## config.mk

```make
export PLATFORM = sky130hd
export DESIGN_NAME = dmem_access_ctrl
export DESIGN_NICKNAME = d
export VERILOG_FILES = /design/src/rtl/dmem_access_ctrl.sv
export SDC_FILE = /design/constraint.sdc
export NUM_CORES = 1
export LEC_CHECK = 0
export ABC_AREA = 1
export CAP_MARGIN = 40
export CORE_MARGIN = 4
export CORE_UTILIZATION = 30
export DETAILED_ROUTE_END_ITERATION = 16
export PLACE_DENSITY = 0.63
export SLEW_MARGIN = 5
export SYNTH_ARGS = -nofsm -noshare
export SYNTH_HDL_FRONTEND = slang
export SYNTH_SLANG_ARGS = --single-unit
```

## constraint.sdc

```tcl
create_clock -name clk -period 2.45 [get_ports clk]
set_clock_uncertainty 0.1 [all_clocks]
set_input_delay 0.3675 -clock clk [delete_from_list [all_inputs] [get_ports clk]]
set_output_delay 0.3675 -clock clk [all_outputs]
set_load 0.02 [all_outputs]
```

## src/rtl/dmem_access_ctrl.sv

```systemverilog
// dmem_access_ctrl: load/store bus controller with core stall, fault pulses and bus timeout
module dmem_access_ctrl #(
  parameter int ADDR_W = 32,
  parameter int TIMEOUT = 16
) (
  input  logic              clk,
  input  logic              rst,
  input  logic              mem_read,
  input  logic              mem_write,
  input  logic [1:0]        load_type,
  input  logic              store_type,
  input  logic [ADDR_W-1:0] addr,
  input  logic [31:0]       wdata,
  output logic [31:0]       rdata,
  output logic              stall,
  output logic              misaligned,
  output logic              bus_err,
  output logic              bus_req,
  output logic              bus_we,
  output logic [ADDR_W-1:0] bus_addr,
  output logic [31:0]       bus_wdata,
  output logic [3:0]        bus_be,
  input  logic              bus_ready,
  input  logic [31:0]       bus_rdata
);
  localparam int CW = TIMEOUT > 2 ? $clog2(TIMEOUT) : 1;
  typedef enum logic [1:0] {IDLE, WAIT, DONE} state_t;
  state_t state, state_n;
  logic [CW-1:0] cnt;
  logic [ADDR_W-1:0] cap_addr;
  logic [31:0] cap_wd, result, lane_ext;
  logic [3:0] cap_be;
  logic [1:0] cap_lt;
  logic [7:0] lane;
  logic cap_we, err, valid, fault, start, term;
  assign valid = mem_read | mem_write;
  assign fault = mem_write ? (!store_type && addr[1:0] != 2'b00)
                           : (load_type == 2'b11 || (load_type == 2'b00 && addr[1:0] != 2'b00));
  assign start = state == IDLE && valid && !fault;
  assign term = state == WAIT && !bus_ready && cnt == CW'(TIMEOUT - 1);
  assign lane = bus_rdata[8*cap_addr[1:0] +: 8];
  assign lane_ext = cap_lt == 2'b01 ? {24'h0, lane} :
                    cap_lt == 2'b10 ? {{24{lane[7]}}, lane} : bus_rdata;
  always_ff @(posedge clk)
    if (rst) state <= IDLE;
    else state <= state_n;
  always_comb begin
    state_n = state == IDLE ? (start ? WAIT : IDLE) :
              state == WAIT ? (bus_ready || term ? DONE : WAIT) : IDLE;
  end
  // Write-side lane data and enables are resolved at capture so the bus sees plain registers in WAIT.
  always_ff @(posedge clk) begin
    if (rst) begin
      cnt <= '0;
      cap_addr <= '0;
      cap_wd <= '0;
      cap_be <= '0;
      cap_lt <= '0;
      cap_we <= 1'b0;
      result <= '0;
      err <= 1'b0;
    end else begin
      cnt <= state == WAIT && !bus_ready && !term ? cnt + CW'(1) : '0;
      if (start) begin
        cap_addr <= addr;
        cap_lt <= load_type;
        cap_we <= mem_write;
        cap_be <= mem_write && store_type ? 4'b0001 << addr[1:0] : 4'hF;
        cap_wd <= !mem_write ? 32'h0 : store_type ? {4{wdata[7:0]}} : wdata;
      end
      if (state == WAIT) begin
        result <= bus_ready && !cap_we ? lane_ext : 32'h0;
        err <= !bus_ready;
      end
    end
  end
  always_comb begin
    stall = start || state == WAIT;
    misaligned = state == IDLE && valid && fault;
    bus_req = state == WAIT;
    bus_we = state == WAIT && cap_we;
    bus_addr = state == WAIT ? {cap_addr[ADDR_W-1:2], 2'b00} : '0;
    bus_wdata = state == WAIT ? cap_wd : 32'h0;
    bus_be = state == WAIT ? cap_be : 4'h0;
    rdata = state == DONE ? result : 32'h0;
    bus_err = state == DONE && err;
  end
endmodule

```

==> metrics.txt, run 1 <==
# TYPE chip_impl_metric gauge
chip_impl_info{name="outcome",value="complete, no violations"} 1
chip_impl_metric{name="coreArea",unit="sq um"} 19000
chip_impl_metric{name="grtUsageTotal",unit="%"} 17.1
chip_impl_metric{name="insertion_delay",unit="ps"} 350
chip_impl_metric{name="grt_pass1_wl",unit="um"} 30700
chip_impl_metric{name="cp_num_buf_inv",unit=""} 3
chip_impl_info{name="dominantRegCellSynth",value="sky130_fd_sc_hd__dfxtp_1"} 1
chip_impl_metric{name="nNetsFinal",unit=""} 1232
chip_impl_info{name="worst_setup_path_start_kind",value="flop"} 1
chip_impl_metric{name="wirelength_met1",unit="um"} 8390
chip_impl_metric{name="fin_crit_sh",unit="%"} 94.0
chip_impl_metric{name="syn2layout_area_growth",unit="%"} 45.7
chip_impl_metric{name="switching_power_share_of_the_total",unit="%"} 30.9
chip_impl_metric{name="synth_top_area_share",unit="%"} 37.6
chip_impl_info{name="clock_tree_root_buffer_cell",value="sky130_fd_sc_hd__clkbuf_16"} 1
chip_impl_metric{name="clk_pin_slew",unit="ps"} 70
chip_impl_metric{name="largest_net_degree_at_the_start_of_global_routing",unit=""} 68
chip_impl_metric{name="layout_min_cycle_time",unit="ps"} 2300
chip_impl_metric{name="critical-path-max-stage-delay",unit="ps"} 540
chip_impl_metric{name="die_h",unit="um"} 148
chip_impl_info{name="worst_path_max_delay_cell",value="sky130_fd_sc_hd__clkdlybuf4s50_1"} 1
chip_impl_metric{name="cts_sinks",unit=""} 110
chip_impl_info{name="path_class",value="reg -> out"} 1
chip_impl_metric{name="cts_max_path_buffers",unit=""} 2
chip_impl_info{name="timing.critical_path.to_type",value="output port"} 1
chip_impl_metric{name="vias",unit=""} 6208
chip_impl_metric{name="initial_utilization",unit="%"} 30.9
chip_impl_metric{name="max-cap-violations",unit=""} 0
chip_impl_metric{name="async_flop_share",unit="%"} 0
chip_impl_metric{name="route.detailed.wl_per_inst",unit="um"} 13.4
chip_impl_metric{name="total_leakage_power",unit="uW"} 0.00382
chip_impl_metric{name="num_rows",unit=""} 50
chip_impl_info{name="hold_path_class",value="reg -> reg"} 1
chip_impl_metric{name="report.final.setup_viol",unit=""} 0
chip_impl_metric{name="vdd_drop_max",unit="V"} 0.000295
chip_impl_metric{name="final_core_utilization",unit="%"} 45.0
chip_impl_metric{name="postSynthAreaPerCell",unit="sq um"} 6.21
chip_impl_metric{name="worst_ep_required_time",unit="ps"} 1980
chip_impl_metric{name="detail-route-antenna-nets",unit=""} 0
chip_impl_info{name="synth_most_common_cell",value="sky130_fd_sc_hd__nand2_1"} 1
chip_impl_metric{name="ys.warnings.count",unit=""} 0
chip_impl_info{name="synth.largest_area_cell",value="sky130_fd_sc_hd__dfxtp_1"} 1
chip_impl_metric{name="fmax",unit="MHz"} 434
chip_impl_metric{name="report.final.slew_viol_count",unit=""} 0
chip_impl_metric{name="drt-pass1-iter-count",unit=""} 5
chip_impl_metric{name="placed_area",unit="sq um"} 8210
chip_impl_metric{name="wl_met2",unit="um"} 8580
chip_impl_metric{name="design.die.area",unit="sq um"} 21800
chip_impl_metric{name="power-per-cell-area",unit="nW/um^2"} 535
chip_impl_metric{name="syn_area",unit="sq um"} 5850
chip_impl_metric{name="number_of_synthesized_register_bits",unit=""} 110
chip_impl_info{name="rsz_0062_raised_after_global_routing",value="no"} 1
chip_impl_metric{name="synth_enable_flop_cells",unit=""} 0
chip_impl_metric{name="grt_remaining_overflow",unit=""} 0
chip_impl_metric{name="post_route_cells_drive_above_1_share",unit="%"} 8.57
chip_impl_metric{name="antenna_violations_before_repair",unit=""} 0
chip_impl_info{name="topRoutingLayerUsed",value="met4"} 1
chip_impl_metric{name="cts_buffers",unit=""} 9
chip_impl_metric{name="synth-seq-area-share",unit="%"} 37.6
chip_impl_metric{name="insertedDiodeCount",unit=""} 0
chip_impl_metric{name="detailroute.wirelength.met3",unit="um"} 1460
chip_impl_info{name="cts_tree",value="built"} 1
chip_impl_metric{name="yosysUniqueCellTypes",unit=""} 26
chip_impl_metric{name="critPathArrivalTime",unit="ps"} 1840
chip_impl_metric{name="timing.critical_path.fanout_max",unit=""} 33
chip_impl_metric{name="ioPinCount",unit=""} 209
chip_impl_metric{name="hold_violations",unit=""} 0
chip_impl_metric{name="fin_hold_ws",unit="ps"} 351
chip_impl_metric{name="1st_iter_drt_viols",unit=""} 279
chip_impl_metric{name="gate_count_post_synth",unit=""} 942
chip_impl_metric{name="comb_power_share",unit="%"} 24.2
chip_impl_metric{name="share_of_power_burned_in_registers",unit="%"} 43.5
chip_impl_metric{name="intPower",unit="uW"} 3150
chip_impl_metric{name="design_area",unit="sq um"} 8530
chip_impl_metric{name="gpl.final_weighted_congestion",unit=""} 0.835
chip_impl_metric{name="finalWirelength",unit="um"} 18700
chip_impl_metric{name="drc_errors",unit=""} 0
chip_impl_metric{name="place.port_buffers",unit=""} 206
chip_impl_metric{name="p_switching",unit="uW"} 1410
chip_impl_metric{name="die_width",unit="um"} 148
chip_impl_metric{name="clock_power_share",unit="%"} 32.3
chip_impl_metric{name="cts.htree.levels",unit=""} 3
chip_impl_info{name="worstPathCellList",value="inv_1 -> nand2_1 -> buf_6 -> nor2_1 -> clkdlybuf4s50_1"} 1
chip_impl_info{name="critPathTopFamily",value="buffers and inverters"} 1
chip_impl_metric{name="route.detailed.vias_per_inst",unit=""} 4.46
chip_impl_metric{name="grt_pass1_vias",unit=""} 5994
chip_impl_metric{name="worst_slew_margin_rel",unit="%"} 54.0
chip_impl_info{name="synth.top_cells.by_area",value="sky130_fd_sc_hd__dfxtp_1 (38%), sky130_fd_sc_hd__nand2_1 (14%), sky130_fd_sc_hd__nor2_1 (12%), sky130_fd_sc_hd__inv_1 (8.4%), sky130_fd_sc_hd__a21oi_1 (6.1%)"} 1
chip_impl_info{name="synth_top_cells_by_count",value="sky130_fd_sc_hd__nand2_1 (226), sky130_fd_sc_hd__nor2_1 (183), sky130_fd_sc_hd__inv_1 (131)"} 1
chip_impl_metric{name="hpwlAfterDp",unit="um"} 13700
chip_impl_metric{name="tightest_pin_transition",unit="ps"} 689
[timing repair]
item,in CTS,in global routing
gates resized for setup,38,24
endpoints found under the setup margin,88,54
hold buffers,0,0
buffers inserted,0,0
[path summary, 6_finish.rpt]
check                              start    endpoint  slack [ps]  depth (start not counted)
worst max-delay path            state[0]    rdata[0]         150                          5
worst min register to register    cnt[0]      cnt[0]         350                          1
worst max register to register  state[1]  result[31]         550                          8
worst min-delay path              cnt[0]      cnt[0]         350                          1
[kinds of logic after synthesis]
family	share of synthesized area (%)
compound gates	13.6
flops	37.6
buf+inv	13.7
fa+ha+maj	0.214
other cells	0.0641
xor+xnor	0.150
simple gates	34.7
[power groups by stage]
stage	sequential, uW	combinational (uW)	clock (uW)
finish	1980	1110	1470
global route	2000	1240	1600
CTS	1980	1120	1520
detailed placement	2020	1130	0
global placement	2020	1120	0
floorplan	2000	692	0
[flip-flops by register name, summed over array words and instances, names as in the netlist]
register	flops
state	2
cap_be	4
cap_wd	32
result	32
cap_lt	2
cap_we	1
cnt	4
err	1
cap_addr	32
[placed cells by master, fill, tap and decap left out, types with 3 or more instances in the layout]
master | netlist | routed
sky130_fd_sc_hd__nand2_1 | 226 | 225
sky130_fd_sc_hd__o211ai_1 | 7 | 7
sky130_fd_sc_hd__a21oi_2 | 20 | 20
sky130_fd_sc_hd__inv_1 | 131 | 131
sky130_fd_sc_hd__buf_12 | 0 | 3
sky130_fd_sc_hd__nand3b_1 | 9 | 9
sky130_fd_sc_hd__clkbuf_16 | 0 | 9
sky130_fd_sc_hd__dlygate4sd2_1 | 0 | 34
sky130_fd_sc_hd__a21oi_1 | 71 | 71
sky130_fd_sc_hd__nand2_2 | 22 | 22
sky130_fd_sc_hd__nor2_1 | 183 | 183
sky130_fd_sc_hd__dlymetal6s2s_1 | 0 | 21
sky130_fd_sc_hd__buf_4 | 8 | 26
sky130_fd_sc_hd__o21ai_0 | 39 | 39
sky130_fd_sc_hd__o21ai_1 | 3 | 3
sky130_fd_sc_hd__clkdlybuf4s50_1 | 0 | 149
sky130_fd_sc_hd__dfxtp_1 | 110 | 108
sky130_fd_sc_hd__nand3_1 | 46 | 46
sky130_fd_sc_hd__clkbuf_8 | 0 | 3
[per-layer routing]
layer  up-vias  global-route usage (%)
met5         -                       0
met4         0                    4.10
met3        15                    4.66
met2       194                    27.8
met1      2769                    22.6
li1       3230                       -
[per-stage QoR]
step	TNS (ps)	std cells	worst slack [ps]	total power (uW)
3_3_place_gp	-125	1376	-96.0	3140
6_report	0	1392	146	4560
2_1_floorplan	0	943	337	2690
3_5_place_dp	-77.2	1376	-54.6	3150
5_1_grt	0	1392	8.23	4840
4_1_cts	0	1392	6.52	4630
[cell type report]
cell class              instances  area (sq um)
flip-flops and latches        110          2200
clock inverters                 4          30.0
well taps                     260           325
multi-input cells             637          2870
repair buffers                236          2330
clock buffers                  12           267
inverters                     133           499
fillers                      1979         10400
(Power assumes the default switching activity.)
==> run 2, diff against run 1 <==
CORE_ASPECT_RATIO = 0.8   (was default)
GPL_TIMING_DRIVEN = 0   (was default)
==> run 2 against run 1 <==
Effect of this change: final cell count grew 2.1%; first-iteration DRC count grew 23%; non-clock buffer count grew 31; sequential power is essentially flat; via count grew 1.4%; wire length grew 6.7%; global-route usage grew 0.95 points; setup slack lost 66 ps; flip-flop and latch count is the same; sequential share of layout area shrank 0.12 points; critical path depth shrank 1.
==> metrics.txt, run 2 (synthesis results as in run 1) <==
# TYPE chip_impl_metric gauge
chip_impl_info{name="path_class",value="reg -> out"} 1
chip_impl_metric{name="coreArea",unit="sq um"} 19100
chip_impl_metric{name="tightest_pin_transition",unit="ps"} 699
chip_impl_metric{name="ctsHoldBuffers",unit=""} 0
chip_impl_metric{name="cts_sinks",unit=""} 110
chip_impl_info{name="worstPathCellList",value="nand2_2 -> buf_2 -> nor2_1 -> clkdlybuf4s50_1"} 1
chip_impl_metric{name="grt_remaining_overflow",unit=""} 0
chip_impl_metric{name="switching_power_share_of_the_total",unit="%"} 32.8
chip_impl_metric{name="post_route_cells_drive_above_1_share",unit="%"} 8.77
chip_impl_info{name="final_common_cell",value="sky130_fd_sc_hd__nand2_1"} 1
chip_impl_metric{name="route.detailed.vias_per_inst",unit=""} 4.43
chip_impl_metric{name="hold_violations",unit=""} 0
chip_impl_metric{name="nNetsFinal",unit=""} 1263
chip_impl_metric{name="layout.filler_cells",unit=""} 2066
chip_impl_metric{name="worst_slew_margin_rel",unit="%"} 53.4
chip_impl_metric{name="detail-route-antenna-nets",unit=""} 0
chip_impl_metric{name="design.die.area",unit="sq um"} 21800
chip_impl_metric{name="clock_power_share",unit="%"} 32.5
chip_impl_metric{name="vias",unit=""} 6293
chip_impl_metric{name="cts.htree.levels",unit=""} 3
chip_impl_info{name="hold_path_class",value="reg -> reg"} 1
chip_impl_info{name="biggestRegsByFlops",value="cap_addr: 32 flops, cap_wd: 32 flops, result: 32 flops"} 1
chip_impl_metric{name="insertedDiodeCount",unit=""} 0
chip_impl_metric{name="insertion_delay",unit="ps"} 360
chip_impl_metric{name="share_of_power_burned_in_registers",unit="%"} 42.8
chip_impl_metric{name="place.port_buffers",unit=""} 204
chip_impl_metric{name="intPower",unit="uW"} 3100
chip_impl_info{name="most-common-layout-cells",value="sky130_fd_sc_hd__nand2_1 (224), sky130_fd_sc_hd__nor2_1 (183), sky130_fd_sc_hd__inv_1 (131), sky130_fd_sc_hd__clkdlybuf4s50_1 (109), sky130_fd_sc_hd__dfxtp_1 (108)"} 1
chip_impl_metric{name="gpl.final_weighted_congestion",unit=""} 0.906
chip_impl_metric{name="drt-pass1-iter-count",unit=""} 7
chip_impl_metric{name="report.final.slew_viol_count",unit=""} 0
chip_impl_metric{name="comb_power_share",unit="%"} 24.7
chip_impl_metric{name="antenna_violations_before_repair",unit=""} 0
chip_impl_metric{name="total_power_draw",unit="uW"} 4620
chip_impl_metric{name="clk_pin_slew",unit="ps"} 80
chip_impl_info{name="timing.critical_path.to_type",value="output port"} 1
chip_impl_info{name="worst_setup_path_start_kind",value="flop"} 1
chip_impl_metric{name="max-cap-violations",unit=""} 0
chip_impl_metric{name="drc_errors",unit=""} 0
chip_impl_info{name="worst_path_max_delay_cell",value="sky130_fd_sc_hd__clkdlybuf4s50_1"} 1
chip_impl_info{name="outcome",value="complete, no violations"} 1
chip_impl_metric{name="grtUsageTotal",unit="%"} 18.0
chip_impl_metric{name="syn2layout_area_growth",unit="%"} 46.4
chip_impl_metric{name="critPathArrivalTime",unit="ps"} 1900
chip_impl_metric{name="route.detailed.wl_per_inst",unit="um"} 14.0
chip_impl_metric{name="cts_buffers",unit=""} 9
chip_impl_metric{name="report.final.setup_viol",unit=""} 0
chip_impl_metric{name="cts_max_path_buffers",unit=""} 2
chip_impl_metric{name="initial_utilization",unit="%"} 30.7
chip_impl_metric{name="timing.critical_path.fanout_max",unit=""} 10
chip_impl_metric{name="fin_crit_sh",unit="%"} 96.7
chip_impl_metric{name="1st_iter_drt_viols",unit=""} 342
chip_impl_metric{name="power-per-cell-area",unit="nW/um^2"} 539
chip_impl_info{name="cts_tree",value="built"} 1
chip_impl_metric{name="largest_net_degree_at_the_start_of_global_routing",unit=""} 22
chip_impl_metric{name="grt_pass1_wl",unit="um"} 31800
chip_impl_metric{name="layout_min_cycle_time",unit="ps"} 2370
chip_impl_metric{name="critical-path-max-stage-delay",unit="ps"} 610
chip_impl_metric{name="grt_pass1_vias",unit=""} 6131
chip_impl_info{name="clock_tree_root_buffer_cell",value="sky130_fd_sc_hd__clkbuf_16"} 1
chip_impl_metric{name="hpwlAfterDp",unit="um"} 15300
chip_impl_info{name="rsz_0062_raised_after_global_routing",value="yes"} 1
chip_impl_metric{name="fin_hold_ws",unit="ps"} 352
chip_impl_metric{name="num_rows",unit=""} 45
chip_impl_metric{name="die_width",unit="um"} 164
chip_impl_metric{name="fmax",unit="MHz"} 422
chip_impl_metric{name="worst_ep_required_time",unit="ps"} 1980
chip_impl_metric{name="die_h",unit="um"} 133
chip_impl_metric{name="vdd_drop_max",unit="V"} 0.000302
chip_impl_metric{name="p_switching",unit="uW"} 1510
chip_impl_metric{name="finalWirelength",unit="um"} 19900
chip_impl_metric{name="total_leakage_power",unit="uW"} 0.00407
chip_impl_metric{name="ioPinCount",unit=""} 209
==> run 2: cell count changes in the layout (fill, tap and decap cells not counted), sizes merged, moves of 2 or more <==
cell,delta
clkdlybuf4s50,-40
clkbuf,+36
dlygate4sd2,+35
buf,-5
inv,+5
dlymetal6s2s,+3
clkinv,-2
==> run 2: area by class of cell <==
class | instances | area, sq um | share of cell area, %
buffer | 62 | 350 | 4.09
clock inverter | 7 | 75.1 | 0.876
timing repair buffer | 205 | 2020 | 23.5
inverter | 133 | 499 | 5.83
clock buffer | 9 | 225 | 2.63
sequential | 110 | 2200 | 25.7
tap | 258 | 323 | 3.77
multi-input combinational | 637 | 2880 | 33.6
==> run 2: per-stage QoR <==
stage / area [sq um] / TNS (ps) / util, % / setup WS, ps / std cells
after floorplan: 5860 / 0 / - / 337 / 943
after global placement: 8220 / -24380 / 43.1 / -705 / 1405
after detailed placement: 8220 / -27180 / 43.1 / -672 / 1405
after CTS: 8490 / 0 / 44.5 / 2.38 / 1421
after global routing: 8570 / -3.97 / 44.9 / -3.97 / 1421
final: 8570 / 0 / 44.9 / 80.7 / 1421
==> run 2: power groups by stage <==
stage | clock network (uW) | logic, uW | registers (uW)
finish | 1500 | 1140 | 1980
global route | 1620 | 1270 | 1990
CTS | 1560 | 1140 | 1980
detailed placement | 0 | 1140 | 2020
global placement | 0 | 1130 | 2020
floorplan | 0 | 692 | 2000
==> run 2: critical path, delay by kind of cell, from the launching register on <==
kind                   cells  cell delay [ps]
flip-flops                 1              410
buffers and inverters      2              850
AND/OR/NAND/NOR            2              280
==> run 2: timing repair <==
item | 4_1_cts | 5_1_grt
endpoints found under the setup margin | 100 | 24
buffers inserted | 1 | 0
pin swaps | 1 | 0
resized for setup | 105 | 33
==> run 2: path summary, 6_finish.rpt <==
kind	startpoint	to	slack, ps	cells past startpoint
setup reg to reg	cap_addr[1]	result[21]	690	8
hold / removal	cnt[0]	cnt[0]	350	1
hold reg to reg	cnt[0]	cnt[0]	350	1
setup / recovery	state[1]	rdata[5]	80	4
==> run 2: per-layer routing <==
metal  part of all wire (%)  global-route usage, %  up-vias
li1                       -                      -     3287
met1                     48                   24.8     2778
met2                     43                   28.1      210
met3                    7.8                   4.98       18
met4                    1.3                   4.33        0
met5                      0                      0        -
==> RTL change (config.mk and constraints of run 2) <==
The parameter `ADDR_W` goes from 32 to 48.
--- a/src/rtl/dmem_access_ctrl.sv
+++ b/src/rtl/dmem_access_ctrl.sv
@@ -1,6 +1,6 @@
 // dmem_access_ctrl: load/store bus controller with core stall, fault pulses and bus timeout
 module dmem_access_ctrl #(
-  parameter int ADDR_W = 32,
+  parameter int ADDR_W = 48,
   parameter int TIMEOUT = 16
 ) (
   input  logic              clk,
Ports: changed (resized addr and bus_addr); port bits go from 209 to 241. No check against the original RTL was run, so the function may have changed too.
==> RTL change against run 2 <==
  * Cell count is 12% higher
  * Power is 35% higher
  * Setup slack better by 6.4 ps
  * Area after synthesis is 9.3% higher
  * Highest routed layer unchanged
  * Hold slack worse by 2.0 ps
  * Non-clock buffer count is 39 higher
  * Sequential cell count is 16 higher
  * Critical path type is now input pin to output port
  * First-iteration DRC count is 2.3% higher
  * Cell area is 14% higher
  * Wire length is 12% higher
==> RTL change: results (changes against run 2) <==
* Drt wl/cell at 14.1 microns (+0.63%)
* Leak at 4.70 nW (+15%)
* H-tree depth at 4 (+1)
* Vias in the first global route at 6,718 (+9.6%)
* CTS clk-pin slew, worst paths at 50 ps (-30 ps)
* CP max stage cell: clkdlybuf4s50_1
* Mux cell area share after synthesis at 0 (unchanged)
* # diodes at 0 (unchanged)
* Syn avg cell area at 6.11 sq um (-1.7%)
* Post-Synth Adder-Cell Area at 0.00196 (-0.000183)
* Max reg flops at 48
* First-pass GRT wire length at 35.1 mm (+10%)
* Synth async-reset ratio at 0 (unchanged)
* Seq/Total Area, Yosys at 0.394 (+0.0179)
* DR pass1 iterations at 5 (-2)
* Layout cell share with drive strength beyond 1 at 0.0615 (-0.0262)
* Family with the most delay on the worst path: buffers and inverters
* Compound-Gate Fraction of Synth Area at 0.125 (-0.0108)
* Vias at 7,037 (+12%)
* Ys flop type: dfxtp_1
* Xor/xnor cell area share of the yosys netlist at 0.00137 (-0.000128)
* Worst Path Max Fanout at 10 (unchanged)
* Antenna violations before repair at 0 (unchanged)
* Worst skew pair latency at 420 ps (+60 ps)
* Crit. Startpoint: addr[0]
* Dpl hpwl at 17.3 mm (+13%)
* Unique masters post-synth at 25 (-3.8%)
* Synth area leaders: dfxtp_1 (39%), nand2_1 (14%), nor2_1 (14%)
* GRT Total Usage at 0.186 (+0.00523)
* Critical path's largest stage delay at 520 ps (-90 ps)
* Initial DRC Count at 350 (+2.3%)
* Clock Tree Buf Depth at 2 (unchanged)
* Yosys warning count at 0 (unchanged)
* DP Worst Slack at -730 ps (-57.2 ps)
* Vias per Instance at 4.44 (+0.19%)
* Largest regs: cap_addr x48, cap_wd x32, result x32
* Root buf cell: clkbuf_16
* Sw Share at 0.292 (-0.0360)
* Fillers at 2,186 (+5.8%)
* CP Data Arrival Time at 1900 ps (about the same)
* # nets final at 1,425 (+13%)
* Placed inst area at 0.00910 sq mm (+11%)
* Status: finished, final reports clean
* Hold_sp: cnt[0]
* Tightest Pin Transition at 520 ps (-179 ps)
* Num CTS Buffers at 17 (+8)
* Routability-driven placement congestion ratio at 0.889 (-1.8%)
* Largest net degree at the start of global routing at 20 (-9.1%)
* Worst VDD drop at 0.000521 V (+73%)
* Synth top cells by count: nand2_1 (243), nor2_1 (231), inv_1 (151)
* PortBufs at 236 (+16%)
* Critical R2R Launch: cap_addr[1]
-- RTL change: cell count changes in the layout (fill, tap and decap cells not counted), moves of 21 or more --
cell / before / now
o21ai_1: 3 / 54
nor2_1: 183 / 231
o21ai_0: 39 / 4
dlygate4sd2_1: 69 / 90
-- RTL change: final timing paths --
check / end / slack, ps / cells past startpoint
max: misaligned / 90 / 9
min: cnt[0] / 350 / 1
max reg2reg: result[24] / 600 / 8
min reg2reg: cnt[0] / 350 / 1
-- RTL change: area by class of cell --
class | count | share of cell area
multi-input combinational | 699 | 0.309
sequential | 126 | 0.259
timing repair buffer | 237 | 0.237
clock inverter | 15 | 0.0201
tap | 269 | 0.0345
buffer | 69 | 0.0388
clock buffer | 17 | 0.0436
inverter | 154 | 0.0592
-- RTL change: logic make-up after synthesis --
family / after synthesis
adder cells (fa/ha/maj): 1
flip-flops: 126
other: 1
XOR/XNOR: 1
buffers and inverters: 224
AO/OA/AOI/OAI: 156
AND/OR/NAND/NOR: 539
-- RTL change: per-layer routing --
layer,vias up,part of all wire,GRT usage
li1,3699,-,-
met1,3069,0.46,0.253
met2,246,0.44,0.289
met3,23,0.078,0.0516
met4,0,0.018,0.0529
met5,-,0,0
-- RTL change: per-stage QoR --
stage                     utilization  TNS [ps]
after floorplan                     -         0
after global placement          0.437    -10930
after detailed placement        0.437    -13850
after CTS                       0.466         0
after global routing            0.469     -47.8
final                           0.469         0
-- RTL change: worst register-to-register path: stages (launching register included) --
cell and delay, ps:
dfxtp_1 290, buf_2 180, inv_2 150, nand3_1 120
nand3_1 270, clkbuf_1 350, nand2_1 120, nand2_1 90
a21oi_1 60
-- RTL change: repair_timing --
action                                  CTS  global route
resized for setup                       133            31
endpoints found under the setup margin  119            64
buffers inserted                          1             0
pin swaps                                 1             0
endpoints found under the hold margin     0             0
-- RTL change: power groups by stage --
stage / clock, mW / sequential (mW) / combinational, mW
3_3_place_gp: 0 / 2.32 / 1.28
5_1_grt: 2.83 / 2.31 / 1.44
4_1_cts: 2.75 / 2.28 / 1.29
2_1_floorplan: 0 / 2.31 / 0.768
6_report: 2.68 / 2.29 / 1.28
3_5_place_dp: 0 / 2.33 / 1.29
